$ cat src/rtl/morse_display_sequencer.sv
// Holds up to 8 Morse character codes and scans them as glyph-ROM addresses, one slot per clock.
// Latency: a v_sync fall starts a scan after one LOAD cycle, and the scan then runs for 8 cycles.
// Backpressure: char_ready is low from the v_sync fall until the scan ends, and whenever clear is high.
module morse_display_sequencer (
    input  logic        clk,
    input  logic        rst_n,
    input  logic        char_valid,
    input  logic [5:0]  char_code,
    output logic        char_ready,
    input  logic        clear,
    input  logic        v_sync,
    output logic [2:0]  display_position,
    output logic [10:0] addr_fixed1,
    output logic        scan_active,
    output logic [3:0]  count,
    output logic        full
);

    typedef enum logic [1:0] {
        IDLE = 2'd0,
        LOAD = 2'd1,
        SCAN = 2'd2
    } state_t;

    typedef struct packed {
        logic [2:0]  pos;
        logic [10:0] addr;
        logic        act;
    } scan_t;

    state_t          state;
    state_t          state_nxt;
    scan_t           scan_q;
    scan_t           scan_d;
    logic [7:0][5:0] slot;
    logic [3:0]      cnt;
    logic            v_sync_q;
    logic            vs_fall;
    logic            rdy_q;
    logic            wr;
    logic [2:0]      pos_inc;

    assign vs_fall    = v_sync_q & ~v_sync;
    assign char_ready = rdy_q & ~clear;
    assign wr         = char_valid & char_ready;
    assign pos_inc    = scan_q.pos + 3'd1;

    // State register
    always_ff @(posedge clk or negedge rst_n) begin
        if (!rst_n) begin
            state <= IDLE;
        end else begin
            state <= state_nxt;
        end
    end

    // Next-state logic; v_sync falls outside IDLE are simply dropped
    always_comb begin
        state_nxt = state;
        case (state)
            IDLE:    state_nxt = vs_fall ? LOAD : IDLE;
            LOAD:    state_nxt = SCAN;
            SCAN:    state_nxt = (scan_q.pos == 3'd7) ? IDLE : SCAN;
            default: state_nxt = IDLE;
        endcase
    end

    // Output logic: next slot index and its glyph base address (code * 32)
    always_comb begin
        scan_d = '0;
        case (state)
            LOAD: begin
                scan_d.pos  = 3'd0;
                scan_d.addr = {slot[0], 5'b0};
                scan_d.act  = 1'b1;
            end
            SCAN: begin
                if (scan_q.pos != 3'd7) begin
                    scan_d.pos  = pos_inc;
                    scan_d.addr = {slot[pos_inc], 5'b0};
                    scan_d.act  = 1'b1;
                end
            end
            default: scan_d = '0;
        endcase
    end

    always_ff @(posedge clk or negedge rst_n) begin
        if (!rst_n) begin
            scan_q   <= '0;
            v_sync_q <= 1'b1;
            rdy_q    <= 1'b0;
        end else begin
            scan_q   <= scan_d;
            v_sync_q <= v_sync;
            rdy_q    <= (state_nxt == IDLE);
        end
    end

    // Character store; a write into a full buffer scrolls everything down one slot
    always_ff @(posedge clk or negedge rst_n) begin
        if (!rst_n) begin
            slot <= '0;
            cnt  <= 4'd0;
        end else if (clear) begin
            slot <= '0;
            cnt  <= 4'd0;
        end else if (wr) begin
            if (cnt == 4'd8) begin
                slot <= {char_code, slot[7:1]};
            end else begin
                slot[cnt[2:0]] <= char_code;
                cnt            <= cnt + 4'd1;
            end
        end
    end

    assign display_position = scan_q.pos;
    assign addr_fixed1      = scan_q.addr;
    assign scan_active      = scan_q.act;
    assign count            = cnt;
    assign full             = (cnt == 4'd8);

endmodule

$ cat config.mk
export PLATFORM = sky130hd
export DESIGN_NAME = morse_display_sequencer
export DESIGN_NICKNAME = d
export VERILOG_FILES = /design/src/rtl/morse_display_sequencer.sv
export SDC_FILE = /design/constraint.sdc
export NUM_CORES = 1
export LEC_CHECK = 0
export BUFFER_PORTS_ARGS = -buffer_cell sky130_fd_sc_hd__buf_2
export CAP_MARGIN = 20
export CELL_PAD_IN_SITES_DETAIL_PLACEMENT = 1
export CELL_PAD_IN_SITES_GLOBAL_PLACEMENT = 1
export CORE_ASPECT_RATIO = 1.2
export CORE_UTILIZATION = 47
export DETAILED_ROUTE_END_ITERATION = 8
export PLACE_DENSITY = 0.75
export SLEW_MARGIN = 20
export SYNTH_ARGS = -nofsm -noshare
export SYNTH_HDL_FRONTEND = slang
export SYNTH_SLANG_ARGS = --single-unit
$ cat constraint.sdc
create_clock -name clk -period 2.5 [get_ports clk]
set_input_delay 0.125 -clock clk [delete_from_list [all_inputs] [get_ports clk]]
set_output_delay 0.125 -clock clk [all_outputs]
set_load 0.01 [all_outputs]
==> metrics.txt <==
status=finished, final reports clean; Fin. Hold Viols=0; family with the most delay on the worst path=simple AND/OR/NAND/NOR gates; GRT overflow=0; final WL=9.224 mm; Final Cell Area=4021 µm²; Mapped Area=3606 µm²; Worst setup EP type=flip-flop; core area=7360 µm²; crit-path max cell delay=0.81 ns; Final Max Tran Viols=0; die height=97.95 µm; Tightest Hold Check Type=primary input to flip-flop; DIE AREA=8028 µm²; P_sw=1.194 mW; final setup vio count=0; Comb power frac=31.5%; Iter 0 DRT Violations=207; RD Place Congestion=0.8563; io pins=32; synth unique cells=39; Pint=2.239 mW; Clock Skews=0.01158 ns; #FFs+latches synth=66; Seq/Total Area, Yosys=45.84%; clk sinks=66; synth top area cells=dfrtp_1, a32oi_1, a21oi_1, o2bb2ai_1, mux2_2; WP buf/inv=2; DR pass1 iterations=4; chip width=81.96 µm; clk slew on worst S/H paths=0.07 ns; share of layout cells above drive strength 1=23.20%; post-route ant nets=0; Yosys top cell by area=dfrtp_1; static leakage=1.769 nW; RSZ-0062 raised after global routing=no; DR vias/cell=6.172; number of max-cap violations=0; period utilization=89.45%; port buffer count=26; synth warn=0; area added between synthesis and finish=11.52%; DRC violations left=0; first-pass GRT wire length=15.32 mm; antenna cell count=0; CTS tree=done; peak supply drop=0.0004770 V; Routed wire per std cell=19.84 µm; GRT Total Usage=25.71%; CP startpoint kind=flip-flop; Tmin final=2.236 ns; CP cell instances=inv_1, ha_1, nand3b_1, nor2_2, buf_4, o2bb2ai_1, mux2_4; clock power share=26.9%; Mapped Avg Cell Area=10.57 µm²; Via Count=2870; PD cells=853.8 nW/µm²; CP Max Fanout=25; CP Data Required Time=2.79 ns; relative slew slack=29.81%; number of gates resized after CTS=0; sequential power share=41.6%; critical path arrival=2.53 ns; largest net degree at the start of global routing=31; fmax=447.2 MHz; deepest clock path buffer count=2; Starting Density=49.00%; Clock Tree Root=clkbuf_8; top-area cell type share of the netlist area=45.11%; setup TNS=0 ns; Clock Latency Late Sink=0.36 ns; antenna violations before repair=0; CP max stage cell=nor2_2; DP Area=3804 µm²; Mapped Cells=341; CTS H-tree lvls=3; DPL Wire Length=6.661 mm; critical path class=flip-flop to flip-flop; Final #Nets=389; Switching Share=34.79%; vias in the first global route=2929; Num CTS Buffers=9; Row Count=34; Tightest Pin Transition=1.052 ns
[layer usage]
metal / up-vias / global-route usage [%] / part of all wire, %
li1: 1320 / - / -
met1: 1478 / 35.36 / 45
met2: 61 / 40.56 / 50
met3: 11 / 2.991 / 3.2
met4: 0 / 10.80 / 1.5
met5: - / 0 / 0
[cell usage in the layout (no fill, tap or decap), types with 2 or more instances in the layout]
cell | synthesis | layout
and3_1 | 3 | 3
conb_1 | 1 | 5
ha_1 | 8 | 8
o31a_1 | 4 | 4
a21oi_1 | 33 | 33
clkbuf_8 | 0 | 11
nand3_1 | 9 | 9
mux2_2 | 12 | 12
nand2_1 | 31 | 31
inv_1 | 5 | 5
nor2b_1 | 4 | 4
buf_4 | 8 | 14
a32oi_1 | 24 | 24
mux2_4 | 6 | 6
mux2i_1 | 13 | 13
buf_2 | 8 | 26
o2bb2ai_1 | 18 | 18
dlygate4sd3_1 | 0 | 2
nor2_1 | 33 | 32
dfrtp_1 | 65 | 65
a21o_1 | 3 | 3
clkbuf_1 | 8 | 3
o21ai_0 | 13 | 13
mux4_2 | 6 | 6
nor3b_2 | 3 | 3
a22oi_1 | 6 | 6
[registers in the layout (all words and copies together), names as in the netlist]
name / flops
rdy_q: 1
state: 2
count: 4
addr_fixed1: 6
slot: 48
display_position: 3
scan_active: 1
v_sync_q: 1
[power by group through the flow]
stage                     clock network [mW]  registers, mW  logic, mW
final                                  0.925           1.43       1.08
after CTS                              0.940           1.43       1.09
after floorplan                            0           1.44      0.769
after global placement                     0           1.44       1.04
after global routing                   0.984           1.47       1.20
after detailed placement                   0           1.45       1.08
[timing repair]
action	4_1_cts	5_1_grt
hold buffers	2	0
hold endpoints to repair	29	0
buffers inserted	0	0
[through the flow]
stage | power (mW) | hold slack (ns) | instances | setup WS (ns) | util (%)
global placement | 2.480 | 0.2102 | 447 | 0.4028 | 51.68
finish | 3.433 | 0.08642 | 465 | 0.2636 | 54.64
detailed placement | 2.529 | 0.2134 | 447 | 0.3120 | 51.68
CTS | 3.461 | 0.07242 | 465 | 0.2947 | 54.64
floorplan | 2.205 | -0.1706 | 345 | 0.5633 | -
global route | 3.653 | 0.1086 | 465 | 0.1281 | 54.64
[path summary, 6_finish.rpt]
path | startpoint | to | slack (ns) | cells after the start
setup reg to reg | count[0]$_DFFE_PN0P_ | slot[22]$_DFFE_PN0P_ | 0.26 | 7
setup / recovery | count[0]$_DFFE_PN0P_ | slot[22]$_DFFE_PN0P_ | 0.26 | 7
hold / removal | char_code[2] | slot[44]$_DFFE_PN0P_ | 0.09 | 3
hold reg to reg | slot[46]$_DFFE_PN0P_ | slot[46]$_DFFE_PN0P_ | 0.54 | 2
max in group asynchronous | rst_n | slot[45]$_DFFE_PN0P_ | 1.37 | 3
min in group asynchronous | rst_n | addr_fixed1[9]$_DFF_PN0_ | 0.35 | 2
[Yosys cell counts, drive strengths merged]
master / count
dfrtp: 65
nor2: 34
a21oi: 33
nand2: 31
a32oi: 24
buf: 20
mux2: 18
o2bb2ai: 18
mux2i: 13
o21ai: 13
nand3: 9
clkbuf: 8
ha: 8
a22oi: 6
inv: 6
mux4: 6
a21o: 4
nor2b: 4
o31a: 4
and3: 3
nor3b: 3
or3: 2
a31o: 1
conb: 1
dfstp: 1
nand3b: 1
nand4: 1
nor3: 1
nor4bb: 1
xnor2: 1
xor2: 1
[cell families (layout without fill, tap and decap cells)]
logic type               after synthesis  after routing  share of synthesized area (%)
adder cells (fa/ha/maj)                8              8                          2.776
XOR/XNOR                               2              2                         0.4859
other                                  1              5                         0.1040
multiplexers                          37             37                          13.60
AO/OA/AOI/OAI                        103            103                          20.09
buffers and inverters                 34             64                          5.344
flip-flops                            66             66                          45.84
AND/OR/NAND/NOR                       90             90                          11.76
[worst register-to-register path, delay by kind of cell, from the launching register on]
family          cells  cell delay [ns]
simple gates        2             0.92
buf+inv             2             0.43
flops               1             0.38
mux                 1             0.17
fa+ha+maj           1             0.16
compound gates      1             0.14
[cell type report]
class | instances | area [µm²]
sequential | 66 | 1653
clock inverter | 2 | 35.03
inverter | 6 | 25.02
multi-input combinational | 245 | 1778
tap | 90 | 112.6
timing repair buffer | 42 | 255.2
fill | 817 | 3338
clock buffer | 14 | 162.7
Power figures use the tool's default switching activity.
